==> src/rtl/pla_cmd_encoder.sv <==
// pla_cmd_encoder: serialises a decoded control-request vector into 8-bit
// code words, lowest request index first, over valid/ready handshakes.
//
//   state  | meaning
//   -------+---------------------------------------------------------------
//   S_IDLE | ready for a new request vector; no code word presented
//   S_EMIT | presenting code words from the pending mask, one per transfer
//
// Code word layout: [7]=last, [6:5]=2'b00, [4:0]=request index.
// Bit 0 of the request vector is reserved. It is never emitted, and it
// raises the sticky err_rsvd flag. A vector with no emittable bits still
// produces one marker word 8'h80, so every accepted vector yields a "last".
module pla_cmd_encoder #(
  parameter int VEC_W = 31,
  parameter int CNT_W = 16
) (
  input  logic             clk,
  input  logic             rst,
  input  logic             in_valid,
  output logic             in_ready,
  input  logic [VEC_W-1:0] in_vec,
  output logic             out_valid,
  input  logic             out_ready,
  output logic [7:0]       out_code,
  output logic [CNT_W-1:0] vec_count,
  output logic             err_rsvd
);

  typedef enum logic {S_IDLE, S_EMIT} state_t;

  localparam logic [VEC_W-1:0] ONE = VEC_W'(1);

  state_t           r_state;
  state_t           w_state_nxt;
  logic [VEC_W-1:0] r_pending;
  logic [7:0]       r_code;
  logic [7:0]       w_code_nxt;
  logic [CNT_W-1:0] r_count;
  logic             r_err;
  logic             w_accept;
  logic             w_xfer;
  logic             w_last;
  logic [VEC_W-1:0] w_captured;
  logic [VEC_W-1:0] w_remaining;

  // Lowest set index of the mask; last when at most one bit is set
  // (an empty mask encodes as the 8'h80 marker).
  function automatic logic [7:0] f_encode(input logic [VEC_W-1:0] p);
    logic [4:0] idx;
    idx = '0;
    for (int i = VEC_W - 1; i >= 0; i--) begin
      if (p[i]) idx = 5'(i);
    end
    f_encode = {((p & (p - ONE)) == '0), 2'b00, idx};
  endfunction

  assign w_accept    = (r_state == S_IDLE) && in_valid;
  assign w_xfer      = (r_state == S_EMIT) && out_ready;
  assign w_last      = r_code[7];
  assign w_captured  = in_vec & ~ONE;
  assign w_remaining = r_pending & ~(ONE << r_code[4:0]);

  // Next state and next registered code word.
  always_comb begin
    w_state_nxt = r_state;
    w_code_nxt  = r_code;
    case (r_state)
      S_IDLE: begin
        if (w_accept) begin
          w_state_nxt = S_EMIT;
          w_code_nxt  = f_encode(w_captured);
        end
      end
      S_EMIT: begin
        if (w_xfer) begin
          if (w_last) begin
            w_state_nxt = S_IDLE;
            w_code_nxt  = 8'h00;
          end else begin
            w_code_nxt  = f_encode(w_remaining);
          end
        end
      end
      default: begin
        w_state_nxt = S_IDLE;
        w_code_nxt  = 8'h00;
      end
    endcase
  end

  // State register.
  always_ff @(posedge clk or posedge rst) begin
    if (rst) r_state <= S_IDLE;
    else     r_state <= w_state_nxt;
  end

  // Pending mask, code word, vector counter and sticky reserved-bit flag.
  always_ff @(posedge clk or posedge rst) begin
    if (rst) begin
      r_pending <= '0;
      r_code    <= 8'h00;
      r_count   <= '0;
      r_err     <= 1'b0;
    end else begin
      r_code <= w_code_nxt;
      if (w_accept)    r_pending <= w_captured;
      else if (w_xfer) r_pending <= w_remaining;
      if (w_xfer && w_last)      r_count <= r_count + CNT_W'(1);
      if (w_accept && in_vec[0]) r_err   <= 1'b1;
    end
  end

  assign in_ready  = (r_state == S_IDLE);
  assign out_valid = (r_state == S_EMIT);
  assign out_code  = r_code;
  assign vec_count = r_count;
  assign err_rsvd  = r_err;

endmodule

==> config.mk <==
export PLATFORM = sky130hd
export DESIGN_NAME = pla_cmd_encoder
export DESIGN_NICKNAME = d
export VERILOG_FILES = /design/src/rtl/pla_cmd_encoder.sv
export SDC_FILE = /design/constraint.sdc
export NUM_CORES = 1
export LEC_CHECK = 0
export ABC_AREA = 1
export CAP_MARGIN = 30
export CORE_ASPECT_RATIO = 0.5
export CORE_MARGIN = 4
export CORE_UTILIZATION = 54
export CTS_CLUSTER_DIAMETER = 60
export CTS_CLUSTER_SIZE = 8
export DETAILED_ROUTE_END_ITERATION = 10
export PLACE_DENSITY = 0.9
export SLEW_MARGIN = 20
export SYNTH_ARGS = -nofsm -noshare
export SYNTH_HDL_FRONTEND = slang
export SYNTH_SLANG_ARGS = --single-unit
==> constraint.sdc <==
create_clock -name clk -period 4.8 [get_ports clk]
set_clock_uncertainty 0.05 [all_clocks]
set_input_delay 0.48 -clock clk [delete_from_list [all_inputs] [get_ports clk]]
set_output_delay 0.48 -clock clk [all_outputs]
set_load 0.01 [all_outputs]
==> impl_metrics.json <==
{
  "track_usage_pct": 28.2,
  "synth.largest_area_cell": "dfrtp_1",
  "drt_wl_total_um": 13000,
  "endpoint_kind": "flip-flop",
  "critPathKind": "reg -> reg",
  "synth_async_sr_flop_share_pct": 100,
  "multi_input_area_sq_mm": 0.00241,
  "postCtsSetupRepairBufs": 0,
  "num_io_pins": 62,
  "cap_violations": 0,
  "finalNetCount": 729,
  "htreeDepth": 2,
  "vias": 4639,
  "rsz0062_at_grt": "no",
  "critPathSlowestCell": "dfrtp_1",
  "tightestPinTransition_ns": 0.747,
  "ys_ff_latch": 55,
  "die-width_um": 133,
  "preCtsSetupSlack_ns": 1.51,
  "worstPathMaxFanout": 18,
  "post-dp-hpwl_um": 10100,
  "hp-class": "reg -> reg",
  "finalMaxSlewViolations": 0,
  "antenna_found_initial": 0,
  "finalHoldViolCount": 0,
  "first_pass_iters": 5,
  "core_sq_mm": 0.00746,
  "post_drt_wl_per_cell_um": 16.2,
  "syn-instance-count": 639,
  "antenna_cells": 0,
  "p_leak_nw": 2.47,
  "cts.sinks": 55,
  "netlist.area_leader.share_pct": 32.5,
  "finalSetupViolations": 0,
  "fmax_mhz": 297,
  "drive_above_1_share_pct": 7.93,
  "status": "complete, no violations",
  "max_stage_delay_ns": 0.83,
  "ir_drop_v": 0.000276,
  "final_common_cell": "nand2_1",
  "synth_edf_count": 0,
  "arrival_ns": 3.56,
  "clock_latency_ns": 0.31,
  "netlist_area_sq_mm": 0.00423,
  "synth.avg_cell_area_sq_um": 6.62,
  "crit_path_frequent_cell": "nand2_1",
  "grt_pass1_vias": 4283,
  "seq_area_frac_synth_pct": 32.5,
  "postCtsResizedCells": 0,
  "drc": 0,
  "setup_slack_ns": 1.43,
  "yosysUniqueCellTypes": 54,
  "viasPerCell": 5.78,
  "cp-startpoint": "out_code[4]$_DFFE_PP0P_",
  "r2r_start": "out_code[4]$_DFFE_PP0P_",
  "slew_headroom_pct": 50.2,
  "dieHeight_um": 70.6,
  "ys_warn_count": 0,
  "path_delay_family": "simple AND/OR/NAND/NOR gates",
  "cts_tree": "yes",
  "fin_setup_tns_ns": 0,
  "die_area_sq_mm": 0.00940,
  "initial_core_util_pct": 56.7,
  "num_rows": 22,
  "drt_iter0_drc": 535,
  "worstPathRequired_ns": 4.99,
  "critPathLaunchType": "flip-flop",
  "period_needed_ns": 3.37,
  "cts_buffers": 5,
  "grt_pass1_wl_um": 21300,
  "min_period_over_period_pct": 70.2,
  "fillers": 633,
  "grt_max_degree": 56,
  "yosys-top-cells-area": "dfrtp_1, nand2_1, o21ai_0, inv_1, nor2_1",
  "whs_ns": 0.439,
  "clk_pin_slew_worst_paths_ns": 0.08,
  "path_buf_inv": 1,
  "gp_congestion": 1.01,
  "root_buffer": "clkbuf_16",
  "regArea_sq_mm": 0.00138,
  "ctsHoldBuffers": 0,
  "final_antenna_net_count": 0,
  "synthToLayoutAreaGrowth_pct": 19.7,
  "numPortBuffers": 59,
  "overflow": 0,
  "min_from": "err_rsvd$_DFFE_PP0P_",
  "power_mw": 2.76,
  "powerDensity_mw_per_mm2": 545,
  "synth_flop_cell": "dfrtp_1",
  "cts.path.max_buffers": 2,
  "final_cell_mix": "nand2_1, inv_1, o21ai_0, clkdlybuf4s50_1, nor2_1"
}
[final timing paths]
kind | to | slack, ns | cells past startpoint
max | out_code[0]$_DFFE_PP0P_ | 1.43 | 30
min | err_rsvd$_DFFE_PP0P_ | 0.44 | 1
max reg2reg | out_code[0]$_DFFE_PP0P_ | 1.43 | 30
min reg2reg | err_rsvd$_DFFE_PP0P_ | 0.44 | 1
max in group asynchronous | r_pending[29]$_DFFE_PP0P_ | 3.60 | 3
min in group asynchronous | r_pending[7]$_DFFE_PP0P_ | 0.65 | 3
[Yosys cell counts, drive strengths merged (2+ instances only)]
master,number
o221ai,2
nor2,66
clkbuf,10
nand2,162
o21ai,103
inv,95
a31o,2
nor4,4
nand3,33
dfrtp,55
a22oi,5
buf,7
a21oi,25
nand4,10
a211oi,2
o21bai,2
a2111oi,2
nor3,10
xnor2,6
o31ai,3
o2111ai,3
xor2,6
o22ai,7
o211ai,2
a31oi,5
[state kept, by name (all words and copies together), names as in the netlist]
name	flops
out_valid	1
vec_count	16
out_code	6
err_rsvd	1
r_pending	31
[cell families (layout without fill, tap and decap cells)]
family / Yosys count / in the layout / share of synthesized area (%)
XOR/XNOR: 12 / 12 / 2.49
flip-flops: 55 / 55 / 32.5
AO/OA/AOI/OAI: 170 / 170 / 23.9
other: 1 / 2 / 0.0887
adder cells (fa/ha/maj): 1 / 1 / 0.296
AND/OR/NAND/NOR: 287 / 287 / 30.1
buffers and inverters: 113 / 167 / 10.5
[power breakdown]
group          internal, mW  switching [mW]  leakage, nW
registers             0.620           0.180        0.683
clock network         0.209           0.183       0.0731
logic                 0.527            1.04         1.71
total                  1.36            1.40         2.47
[metal layers]
| layer | GRT usage (%) | vias to the layer above | share of wire, % |
|---|---|---|---|
| li1 | - | 2236 | - |
| met2 | 41.2 | 270 | 42 |
| met4 | 6.96 | 0 | 1.5 |
| met5 | 0 | - | 0 |
| met3 | 6.75 | 19 | 12 |
| met1 | 42.2 | 2114 | 45 |
[layout make-up]
| cell class | count | share of cell area [%] |
|---|---|---|
| repair buffers | 63 | 12.3 |
| flip-flops and latches | 55 | 27.2 |
| multi-input cells | 472 | 47.7 |
| inverters | 96 | 7.12 |
| clock inverters | 2 | 0.321 |
| well taps | 108 | 2.67 |
| clock buffers | 6 | 2.74 |
[metrics by stage]
stage	util, %	cell area, sq um	instances
after floorplan	-	4230	640
after global placement	65.8	4910	794
after detailed placement	65.8	4910	794
after CTS	67.8	5060	802
after global routing	67.8	5060	802
final	67.8	5060	802
Note: power is estimated with default switching activity, not from simulation.
